<file path="config.mk">
export PLATFORM = sky130hd
export DESIGN_NAME = demux8_deser
export DESIGN_NICKNAME = d
export VERILOG_FILES = /design/src/rtl/demux8_deser.sv
export SDC_FILE = /design/constraint.sdc
export NUM_CORES = 1
export LEC_CHECK = 0
export ABC_AREA = 1
export BUFFER_PORTS_ARGS = -buffer_cell sky130_fd_sc_hd__buf_2
export CORE_UTILIZATION = 60
export CTS_BUF_LIST = sky130_fd_sc_hd__clkbuf_16
export CTS_CLUSTER_SIZE = 30
export DETAILED_ROUTE_END_ITERATION = 16
export PLACE_DENSITY = 0.84
export RECOVER_POWER = 50
export SKIP_LAST_GASP = 1
export SYNTH_ARGS = -nofsm -noshare
export SYNTH_HDL_FRONTEND = slang
export SYNTH_SLANG_ARGS = --single-unit
</file>
<file path="constraint.sdc">
create_clock -name clk -period 2.5 [get_ports clk]
set_clock_uncertainty 0.1 [all_clocks]
set_input_delay 0.5 -clock clk [delete_from_list [all_inputs] [get_ports clk]]
set_output_delay 0.5 -clock clk [all_outputs]
set_load 0.05 [all_outputs]
</file>
<file path="src/rtl/demux8_deser.sv">
// Serial-to-parallel lane demultiplexer: routes single bits into an 8-lane frame
// and publishes the frame on out when every lane has been written once.
module demux8_deser (
    input  logic       clk,
    input  logic       rst,
    input  logic       in_bit,
    input  logic       in_valid,
    output logic       in_ready,
    input  logic [2:0] sel,
    input  logic       auto,
    input  logic       flush,
    output logic [7:0] out,
    output logic       out_valid,
    output logic [7:0] lane_mask,
    output logic       err_dup
);

    typedef enum logic [1:0] {
        IDLE,
        FILL,
        DONE
    } state_t;

    state_t     state;
    logic [7:0] frame;
    logic [2:0] ptr;

    logic [2:0] lane;
    logic [7:0] lane_bit;
    logic [7:0] next_mask;
    logic [7:0] next_frame;

    // NOTE: every always_comb output is assigned on every path so no latch is inferred.
    always_comb begin
        lane       = auto ? ptr : sel;
        lane_bit   = 8'h01 << lane;
        next_mask  = lane_mask | lane_bit;
        next_frame = in_bit ? (frame | lane_bit) : (frame & ~lane_bit);
    end

    // The cycle after a completion is a dead cycle so the consumer sees out settle.
    assign in_ready = (state != DONE);

    // NOTE: state is updated with non-blocking assignments so every register samples pre-edge values.
    always_ff @(posedge clk) begin
        if (rst) begin
            state     <= IDLE;
            frame     <= 8'h00;
            ptr       <= 3'd0;
            lane_mask <= 8'h00;
            out       <= 8'h00;
            out_valid <= 1'b0;
            err_dup   <= 1'b0;
        end else begin
            out_valid <= 1'b0;
            err_dup   <= 1'b0;
            if (flush) begin
                state     <= IDLE;
                frame     <= 8'h00;
                ptr       <= 3'd0;
                lane_mask <= 8'h00;
            end else if (state == DONE) begin
                state <= IDLE;
            end else if (in_valid) begin
                err_dup <= lane_mask[lane];
                if (next_mask == 8'hFF) begin
                    out       <= next_frame;
                    out_valid <= 1'b1;
                    frame     <= 8'h00;
                    ptr       <= 3'd0;
                    lane_mask <= 8'h00;
                    state     <= DONE;
                end else begin
                    frame     <= next_frame;
                    lane_mask <= next_mask;
                    if (auto) begin
                        ptr <= ptr + 3'd1;
                    end
                    state <= FILL;
                end
            end
        end
    end

endmodule

</file>
==> results.yml <==
synth:
  ys_seq_area_share_pct: 36.36
  synth.mux.area_fraction_pct: 0
  syn-instance-count: 261
  async_flop_share_pct: 0
  synth_area_um2: 1707
  synth.distinct_cells: 25
  synthAdderAreaFrac_pct: 0.7331
  synthXorXnorAreaFrac_pct: 0.5132
  synth_top_family_by_area: "simple AND/OR/NAND/NOR gates"
  synth_fp_nets: 271
  ys_warn_count: 0
  ys_ff_latch: 31
  synth-simple-area-share_pct: 36.51
  synthFlopType: "dfxtp_1"
  synth_compound_area_share_pct: 11.80
  syn_area_per_cell_um2: 6.539
  synth_edf_count: 0
setup_path:
  critPathMostFrequentCell: "nand2_1"
  required_ns: 2.56
  path_buf_inv: 4
  cp_max_fo: 12
  worstPathCellList: "buf_2, inv_1, nand2_1, nand2_1, nand3_1, nand2_1, nand2_1, nor2_2, nand3_2, clkbuf_2, o211ai_1, inv_1"
  critical_path_arrival_ns: 2.12
  critPathMaxStageDelay_ns: 0.24
  crit_type: "input port to flip-flop"
  crit_family: "simple AND/OR/NAND/NOR gates"
  reg2regPathDepth: 9
  crit_slowest_cell: "clkbuf_2"
  endpoint_kind: "flip-flop"
  crit_path_start_kind: "input port"
  path_depth: 12
final_layout:
  final_area_um2: 1987
  utilization_pct: 76.72
  drive_gt1_share_pct: 15.99
  diodes: 0
  syn_to_final_growth_pct: 16.42
  final_nets: 304
  final_common_cell: "nand2_1"
  final_cell_mix: "78 x nand2_1, 42 x inv_1, 31 x dfxtp_1, 21 x nand3_1, 20 x clkbuf_1"
grt:
  grt_pass1_vias: 1517
  grt_pass1_wl_mm: 6.568
  grt_max_degree: 20
  antenna_found_initial: 0
  track_usage_pct: 27.46
  grt_overflow_total: 0
clock_tree:
  cts_buffers: 5
  clockBufferDepth: 2
  clk_pin_slew_ns: 0.05
  clock_latency_ns: 0.27
  post_cts_resized: 0
  ctsHoldBuffers: 0
  cts-root-buf: "clkbuf_16"
  h-tree-depth: 2
  cts_setup_buffers: 0
  cts_num_sinks: 31
  tritoncts: "yes"
floorplan:
  core_um2: 2590
  die_w_um: 55.33
  num_rows: 18
  initial_core_util_pct: 65.89
  die_h_um: 55.33
  dieArea_um2: 3061
  ios: 28
placed_design:
  io_buffers: 27
  gp_congestion: 0.8905
  hpwl_mm: 2.724
  pre_cts_ws_ns: 0.3352
  postPlaceCellArea_um2: 1883
power_and_ir_drop:
  peakVddDrop_v: 0.0007121
  powerDensity_nw_per_um2: 602.1
  fin_total_pwr_mw: 1.196
  leakagePower_nw: 1.025
status:
  status: "complete, no violations"
timing:
  layout_setup_ws_ns: 0.4417
  rsz0062_at_grt: "false"
  hold_violations: 0
  fin_tns_setup_ns: 0
  slew-limit-headroom_pct: 46.14
  period_needed_ns: 2.058
  max_freq_mhz: 485.8
  drv_slew: 0
  finalSetupViolCount: 0
  tightest_slew_ns: 0.8079
  finalCritPeriodShare_pct: 82.33
drt:
  via_per_inst: 5.222
  ant_nets: 0
  totalWireLength_mm: 3.785
  wire_per_inst_um: 11.68
  drt_iter0_markers: 50
  drc: 0
  dr.pass1.iters: 4
  vias: 1692
hold_path:
  whs_path_depth: 2
  hold_path.class: "flip-flop to flip-flop"
job:
  maxCapViolations: 0
[layer usage]
metal  vias to the layer above  routed length, um  global-route usage, %
met5                         -                  0                      0
li1                        880                  -                      -
met1                       732               1684                  34.51
met2                        74               1765                  43.72
met4                         0                 65                  12.50
met3                         6                269                  7.494
[final cells by class]
cell class	count	area [um2]
flip-flops and latches	31	620.6
fillers	218	603.1
clock buffers	5	125.1
clock inverters	2	8.758
multi-input cells	170	845.8
inverters	53	198.9
well taps	30	37.54
repair buffers	33	150.1
[Yosys cell counts, drive strengths merged, types with 3 or more instances]
master | number | share of area, %
a21oi | 17 | 5.2
buf | 3 | 1.5
clkbuf | 4 | 0.88
dfxtp | 31 | 36
inv | 53 | 12
nand2 | 84 | 20
nand3 | 24 | 7.9
nand4 | 9 | 3.3
nor2 | 17 | 5.2
o211ai | 5 | 3.1
o21ai | 9 | 2.6
[stage by stage]
step	std cells	hold slack, ns
CTS	324	0.3754
detailed placement	317	0.3691
finish	324	0.3750
global route	324	0.3966
floorplan	261	0.3539
global placement	317	0.3637
[state kept, by name (all words and copies together), names as in the netlist]
name	count
ptr	3
state	2
frame	8
lane_mask	8
err_dup	1
out	8
out_valid	1
[worst register-to-register path: stages (launching register included)]
cell and delay, ns:
dfxtp_1 0.31, inv_1 0.05, nand2_1 0.07, nand2_1 0.13, clkbuf_1 0.63, nor2_1 0.26
nand3_2 0.21, nand2_1 0.08, nand2_1 0.07, inv_1 0.04
[logic make-up (layout without fill, tap and decap cells)]
group / after synthesis / in the layout
simple gates: 135 / 135
buf+inv: 60 / 93
compound gates: 33 / 33
flops: 31 / 31
fa+ha+maj: 1 / 1
xor+xnor: 1 / 1
[worst paths after layout]
check	start	to	slack [ns]
max	auto	lane_mask[1]$_SDFFE_PP0P_	0.44
min	state[1]$_SDFFE_PP0P_	state[1]$_SDFFE_PP0P_	0.37
max reg2reg	state[0]$_SDFFE_PP0P_	out[1]$_SDFFE_PP0P_	0.45
min reg2reg	state[1]$_SDFFE_PP0P_	state[1]$_SDFFE_PP0P_	0.37
[report_power, final]
group | leakage [nW] | switching [mW] | internal, mW
Combinational | 0.707 | 0.0995 | 0.0393
Sequential | 0.251 | 0.00558 | 0.506
Clock | 0.0671 | 0.190 | 0.356
Total | 1.03 | 0.296 | 0.901
Power figures use the tool's default switching activity.
